### src/rtl/uart_tx_fifo_if.sv
// rtl/uart_tx_fifo_if.sv - host write port and transmitter handshake bundle for uart_tx_fifo
interface uart_tx_fifo_if #(
    parameter int DEPTH = 16
);
    localparam int AW = $clog2(DEPTH);

    logic          wr_en;
    logic [7:0]    wr_data;
    logic          flush;
    logic          full;
    logic          empty;
    logic [AW:0]   count;
    logic          overflow;
    logic          tdre;
    logic          ready;
    logic [7:0]    tx_data;

    modport master (
        output wr_en, wr_data, flush, tdre,
        input  full, empty, count, overflow, ready, tx_data
    );

    modport slave (
        input  wr_en, wr_data, flush, tdre,
        output full, empty, count, overflow, ready, tx_data
    );
endinterface

### src/rtl/uart_tx_fifo.sv
// rtl/uart_tx_fifo.sv - circular byte FIFO feeding the UART transmitter via ready/tx_data/tdre
module uart_tx_fifo #(
    parameter int DEPTH = 16,
    localparam int AW = $clog2(DEPTH)
) (
    input  logic           clk,
    input  logic           clr,
    uart_tx_fifo_if.slave  bus
);
    typedef enum logic [1:0] {
        IDLE,
        LOAD,
        WAIT_ACK
    } state_t;

    localparam logic [AW:0] FULL_COUNT = (AW+1)'(DEPTH);

    state_t         state;
    state_t         state_nxt;
    logic [7:0]     mem [DEPTH];
    logic [AW-1:0]  wr_ptr;
    logic [AW-1:0]  rd_ptr;
    logic [AW:0]    count_q;
    logic [7:0]     tx_data_q;
    logic           overflow_q;
    logic           full_w;
    logic           empty_w;
    logic           pop;
    logic           push;

    assign full_w  = (count_q == FULL_COUNT);
    assign empty_w = (count_q == '0);

    // Flush wins over both pop and push; a pop frees a slot for a same-cycle write.
    assign pop  = (state == IDLE) && bus.tdre && !empty_w && !bus.flush;
    assign push = bus.wr_en && (!full_w || pop) && !bus.flush;

    always_ff @(posedge clk) begin
        if (push) begin
            mem[wr_ptr] <= bus.wr_data;
        end
    end

    always_ff @(posedge clk or negedge clr) begin
        if (!clr) begin
            wr_ptr     <= '0;
            rd_ptr     <= '0;
            count_q    <= '0;
            tx_data_q  <= 8'h00;
            overflow_q <= 1'b0;
        end else begin
            overflow_q <= bus.wr_en && full_w && !pop && !bus.flush;
            if (bus.flush) begin
                wr_ptr  <= '0;
                rd_ptr  <= '0;
                count_q <= '0;
            end else begin
                if (push) begin
                    wr_ptr <= wr_ptr + 1'b1;
                end
                if (pop) begin
                    rd_ptr    <= rd_ptr + 1'b1;
                    tx_data_q <= mem[rd_ptr];
                end
                case ({push, pop})
                    2'b10:   count_q <= count_q + 1'b1;
                    2'b01:   count_q <= count_q - 1'b1;
                    default: count_q <= count_q;
                endcase
            end
        end
    end

    always_ff @(posedge clk or negedge clr) begin
        if (!clr) begin
            state <= IDLE;
        end else begin
            state <= state_nxt;
        end
    end

    // WAIT_ACK only exits on tdre low, so IDLE always sees a fresh low->high tdre before reissuing.
    always_comb begin
        state_nxt = state;
        if (bus.flush) begin
            state_nxt = IDLE;
        end else begin
            case (state)
                IDLE:     if (pop) state_nxt = LOAD;
                LOAD:     state_nxt = WAIT_ACK;
                WAIT_ACK: if (!bus.tdre) state_nxt = IDLE;
                default:  state_nxt = IDLE;
            endcase
        end
    end

    assign bus.ready    = (state == LOAD);
    assign bus.tx_data  = tx_data_q;
    assign bus.full     = full_w;
    assign bus.empty    = empty_w;
    assign bus.count    = count_q;
    assign bus.overflow = overflow_q;
endmodule

### src/flat_wrapper.sv
// flat-port wrapper written by rule: the top's interface ports become plain ports
module uart_tx_fifo_flat 
#(
    parameter int DEPTH = 16,
    localparam int AW = $clog2(DEPTH)
)
  (clk, clr, bus_wr_en, bus_wr_data, bus_flush, bus_tdre, bus_full, bus_empty, bus_count, bus_overflow, bus_ready, bus_tx_data);
  uart_tx_fifo_if #(.DEPTH(DEPTH)) bus_i ();
  input  logic clk;
  input  logic clr;
  input wire logic [$bits(bus_i.wr_en)-1:0] bus_wr_en;
  input wire logic [$bits(bus_i.wr_data)-1:0] bus_wr_data;
  input wire logic [$bits(bus_i.flush)-1:0] bus_flush;
  input wire logic [$bits(bus_i.tdre)-1:0] bus_tdre;
  output wire logic [$bits(bus_i.full)-1:0] bus_full;
  output wire logic [$bits(bus_i.empty)-1:0] bus_empty;
  output wire logic [$bits(bus_i.count)-1:0] bus_count;
  output wire logic [$bits(bus_i.overflow)-1:0] bus_overflow;
  output wire logic [$bits(bus_i.ready)-1:0] bus_ready;
  output wire logic [$bits(bus_i.tx_data)-1:0] bus_tx_data;
  assign bus_i.wr_en = bus_wr_en;
  assign bus_i.wr_data = bus_wr_data;
  assign bus_i.flush = bus_flush;
  assign bus_i.tdre = bus_tdre;
  assign bus_full = bus_i.full;
  assign bus_empty = bus_i.empty;
  assign bus_count = bus_i.count;
  assign bus_overflow = bus_i.overflow;
  assign bus_ready = bus_i.ready;
  assign bus_tx_data = bus_i.tx_data;
  uart_tx_fifo #(.DEPTH(DEPTH)) u_core (.clk(clk), .clr(clr), .bus(bus_i));
endmodule
### config.mk
export PLATFORM = sky130hd
export DESIGN_NAME = uart_tx_fifo_flat
export DESIGN_NICKNAME = d
export VERILOG_FILES = /design/src/rtl/uart_tx_fifo_if.sv /design/src/rtl/uart_tx_fifo.sv /design/src/flat_wrapper.sv
export SDC_FILE = /design/constraint.sdc
export NUM_CORES = 1
export LEC_CHECK = 0
export BUFFER_PORTS_ARGS = -buffer_cell sky130_fd_sc_hd__buf_2
export CORE_ASPECT_RATIO = 0.9
export CORE_MARGIN = 4
export CORE_UTILIZATION = 23
export DETAILED_ROUTE_END_ITERATION = 8
export GPL_TIMING_DRIVEN = 1
export HOLD_SLACK_MARGIN = 0.15
export PLACE_DENSITY = 0.49
export SYNTH_ARGS = -nofsm -noshare
export SYNTH_HDL_FRONTEND = slang
export SYNTH_SLANG_ARGS = --single-unit
### constraint.sdc
create_clock -name clk -period 5.63 [get_ports clk]
set_input_delay 1.126 -clock clk [delete_from_list [all_inputs] [get_ports clk]]
set_output_delay 1.126 -clock clk [all_outputs]
set_load 0.02 [all_outputs]
Word level (Yosys, flattened, before mapping). Memory sizes are Yosys's and may differ from the RTL's. A register that Yosys moved wholly into a read port is not among the register bits. Index checks and enable logic that the tools add are counted.

Memory bits (writable): 128. Logic and storage cells: 51. Bits in registers: 16. Memories: 1. Input port bits: 13.

Muxes and demuxes: 12. Reductions and logical operators: 21. $add $sub $neg: 4. Bitwise logic cells: 1. Equality and inequality tests: 7.

Memories: u_core.mem (depth 16, bits a word 8, read ports 1, clocked after Yosys merged registers in 1, write ports 1, RTL line uart_tx_fifo.sv:20) `logic [7:0] mem [DEPTH];`.

Operators with widths (count): $mux 4 (4); $pmux 5 s2 (1); $add 4x1->4 const B (2); $logic_and 1x1->1 (8); $mux 2 (3); $pmux 2 s3 (1); $add 5x1->5 const B (1); $eq 5x5->1 const B (1); $logic_not 1->1 (5); $logic_not 5->1 (1); $mux 5 (1); $sub 5x1->5 const B (1); $eq 2x1->1 const B (2); $eq 2x2->1 const B (2); $reduce_and 2->1 (2); $reduce_bool 2->1 (2); $ne 3x2->1 const B (1); $ne 3x3->1 const B (1); $reduce_bool 3->1 (1); $logic_not 2->1 (1); $mux 1 (2); $logic_or 1x1->1 (1); $not 1->1 (1).

Depth between registers and ports, before layout.
Depth after elaboration: 10. Mapped depth: 11. Depth with buffers taken out: 9.

Least setup slack after synthesis. OpenSTA, ideal clock, no wires.

Path kind: input to register. Start: input port bus_tdre. End: register u_core.count_q[4], in the netlist u_core.bus.count[4]. Cell stages on the path: 11. Arrival time: 3.727 ns. Path buffers: 2. Required time: 5.526 ns. Slack: 1.800 ns. Library setup time: 0.104 ns. Cells stage by stage: or3b_1 -> buf_2 -> a211o_1 -> clkbuf_1 -> nor2_1 -> inv_1 -> fa_1 -> nand2b_1 -> a21oi_1 -> mux2_2 -> a221oi_1.

Longest elaborated chain between the ends: 9. Elaborated cells between the ends (all ways): 11. Those cells by class: eq/ne (2); mux (2); reduce/logical (7).

RTL lines: start, declared (RTL line flat_wrapper.sv:14) `input wire logic [$bits(bus_i.tdre)-1:0] bus_tdre;`; $logic_and 1x1->1 (*) (3 in series) (RTL line uart_tx_fifo.sv:35) `assign pop = (state == IDLE) && bus.tdre && !empty_w && !bus.flush;`; $logic_or 1x1->1 (RTL line uart_tx_fifo.sv:36) `assign push = bus.wr_en && (!full_w || pop) && !bus.flush;`; $logic_and 1x1->1 (2 in series) (RTL line uart_tx_fifo.sv:36); $eq 2x1->1 / $eq 2x2->1 (equally long branches) (RTL line uart_tx_fifo.sv:65) `case ({push, pop})`; $pmux 5 s2 (RTL line uart_tx_fifo.sv:65); $mux 5 (RTL line uart_tx_fifo.sv:53) `if (bus.flush) begin`; end signal, assigned (RTL line uart_tx_fifo.sv:66) `2'b10: count_q <= count_q + 1'b1;`; end signal, assigned (RTL line uart_tx_fifo.sv:67) `2'b01: count_q <= count_q - 1'b1;`; end signal, assigned (RTL line uart_tx_fifo.sv:68) `default: count_q <= count_q;`; end, declared (RTL line uart_tx_fifo.sv:23) `logic [AW:0] count_q;`.

Mark *: on every way between the ends. The rest lies on a longest branch, timed or not. A chain may end at the register's enable or synchronous reset.

Final worst setup path. Same ends and word-level chain as after synthesis.

==> results.toml <==
[worst_setup_path]
required_ns = 5.94
path_class = "primary input to flip-flop"
rr_worst_depth = 9
r2r_setup_slack_ns = 2.24
worstPathArrival_ns = 4.05
crit_chain = "buf_2, or3b_1, a211o_1, nor2_1, inv_1, fa_1, nand2b_1, a21oi_1, mux2_2, a221oi_1"
r2r_end = "u_core.bus.count[4]"
startpoint_type = "primary input"
crit_path_end_kind = "flip-flop"
slowest_stage = "a211o_1"
reg2reg_from = "u_core.state[1]"
slowest_delay_ns = 0.49
critPathMaxFanout = 12

[route]
drt_iter0_drc = 179
route.detailed.drc = 0
routedWlPerCell_microns = 18.0
firstDrtPassIters = 4
via_per_inst = 4.21
ant_nets = 0
via_count = 3141
wl_microns = 13400

[floorplan]
start_util_pct = 23.4
coreArea_sq_um = 27100
die_y_microns = 166
pin_count = 30
die_w_microns = 183
row_count = 57
die-area_sq_um = 30300

[cts]
cts.sink_count = 152
cts_resized = 0
cts-buffers-inserted = 17
clk_pin_slew_ns = 0.06
cts_hold_buf = 0
cts_tree = "done"
max-clock-path-buffers = 2
cts_setup_buffers = 0
cts-root-buf = "clkbuf_16"
htreeDepth = 4
insertion_delay_ns = 0.41

[cells_and_area]
drive_above_1_share_pct = 29.6
final_area_sq_um = 7430
fin_nets = 401
diodes = 0
area_delta_synth_final_pct = 17.1
num-fill-cells = 2720

[sta]
hold_violations = 0
rsz0062_at_grt = "false"
period_minus_slack_ns = 3.74
worst_pin_slew_ns = 1.14
setup_violations = 0
max_slew_margin_pct = 24.0
fmax_mhz = 268
tns_ns = 0
fin_crit_sh_pct = 66.4
slew_violations = 0
skew_ns = 0.00672

[synth]
synth.most_common_cell = "edfxtp_1"
synth-seq-cells = 152
synth_top_cell_by_area = "edfxtp_1"
async_reset_ff_share_pct = 15.8
synth_common_cells = "edfxtp_1 (128), mux4_2 (32), nor2_1 (29)"
seq_area_frac_synth_pct = 70.0
synth_cells = 348
yosysTopAreaCellShare_pct = 60.6
synth_area_sq_um = 6350
synth_edf_count = 128
yosys-top-cells-area = "edfxtp_1 (61%), mux4_2 (11%), dfrtp_1 (9.5%), mux2i_1 (3.3%), o221ai_2 (1.9%)"
ys_types = 44
yosys_warnings = 0
avgSynthCellArea_sq_um = 18.2
ys.flop_type = "edfxtp_1"
syn_nets = 370

[place]
hpwl_microns = 8400
io_buffers = 29
gp_congestion = 0.770
place_area_sq_um = 6880

[global_routing]
grt_pass1_vias = 3415
grt.overflow.total = 0
grt_antenna_before_repair = 0
track_usage_pct = 9.31
grt_start_max_net_pins = 36
grt_pass1_wl_microns = 20700

[pwr]
p_per_area_nw_per_um2 = 406
p_leak_uw = 0.00245
ir_drop_uv = 160

[worst_hold_path]
min_to = "u_core.bus.tx_data[0]"
hp-class = "flip-flop to flip-flop"
hp-start = "u_core.bus.tx_data[0]"
worstHoldPathCells = 2

[run_status]
outcome = "finished clean"

[flow_run]
cap_violations = 0
-- flip-flops by register name, indices dropped and copies added, names as in the netlist --
name	cells
u_core.mem	128
u_core.wr_ptr	4
u_core.rd_ptr	4
u_core.bus.tx_data	8
u_core.bus.overflow	1
u_core.bus.count	5
u_core.state	2
-- area by class of cell --
type / count / area, sq um / area share, %
multi-input combinational: 164 / 1770 / 23.8
inverter: 11 / 41.3 / 0.556
clock inverter: 13 / 121 / 1.63
clock buffer: 19 / 433 / 5.83
sequential: 152 / 4450 / 59.9
timing repair buffer: 33 / 175 / 2.36
tap: 354 / 443 / 5.96
-- layer usage --
| layer | up-vias | GRT usage [%] | share of wire, % |
|---|---|---|---|
| met1 | 1661 | 11.6 | 45 |
| met3 | 8 | 1.97 | 3.0 |
| met5 | - | 0 | 0 |
| met4 | 0 | 3.25 | 1.3 |
| met2 | 46 | 16.1 | 51 |
| li1 | 1426 | - | - |
-- cell usage in the layout, fill, tap and decap left out, drive strengths merged, types with 2 or more instances in the layout --
master,n
buf,33
a31oi,4
a21oi,4
nor2b,3
nor3,5
clkinv,5
clkbuf,19
o21ai,2
dfrtp,24
xnor2,3
inv,15
mux2i,22
mux4,32
edfxtp,128
o221ai,8
nand2b,5
nand3,2
nor4,2
xor2,3
nand2,14
ha,8
nor2,30
a221oi,2
clkinvlp,3
mux2,4
-- stage by stage --
step	power [uW]	setup WS (ns)	hold slack, ns	utilization [%]	cells
final	3010	1.89	0.524	27.4	746
after floorplan	1810	1.80	0.540	-	348
after CTS	3050	1.92	0.547	27.4	746
after global routing	3150	1.66	0.563	27.4	746
after global placement	1970	1.57	0.537	25.4	714
after detailed placement	1990	1.49	0.532	25.4	714
-- power breakdown --
part / switching, uW / total, uW / leakage, uW / internal (uW)
combinational: 354 / 604 / 0.000724 / 249
clock: 453 / 1070 / 0.000264 / 613
sequential: 64.1 / 1350 / 0.00147 / 1280
-- worst max-delay path, delay by kind of cell --
kind / cells / cell delay (ns)
AO/OA/AOI/OAI: 3 / 1.05
AND/OR/NAND/NOR: 3 / 0.91
adder cells (fa/ha/maj): 1 / 0.40
multiplexers: 1 / 0.38
buffers and inverters: 2 / 0.19
-- how the worst max path moves through the flow --
| stage | start | slack, ns | endpoint | cells past startpoint |
|---|---|---|---|---|
| CTS | bus_tdre | 1.92 | u_core.bus.count[4] | 10 |
| finish | bus_tdre | 1.89 | u_core.bus.count[4] | 10 |
| global placement | bus_tdre | 1.57 | u_core.bus.count[4] | 10 |
| floorplan | bus_tdre | 1.80 | u_core.bus.count[4] | 11 |
| detailed placement | bus_tdre | 1.49 | u_core.bus.count[4] | 10 |
| global route | bus_tdre | 1.66 | u_core.bus.count[4] | 10 |
-- cells by family after synthesis --
| group | share of synthesized area [%] |
|---|---|
| DFF | 70.0 |
| and+or+nand+nor | 5.07 |
| muxes | 15.9 |
| buffers and inverters | 2.25 |
| AOI/OAI and AO/OA | 4.02 |
| adders and majority gates | 1.89 |
| xor gates and xnor gates | 0.828 |
Note: power is estimated with default switching activity, not from simulation.
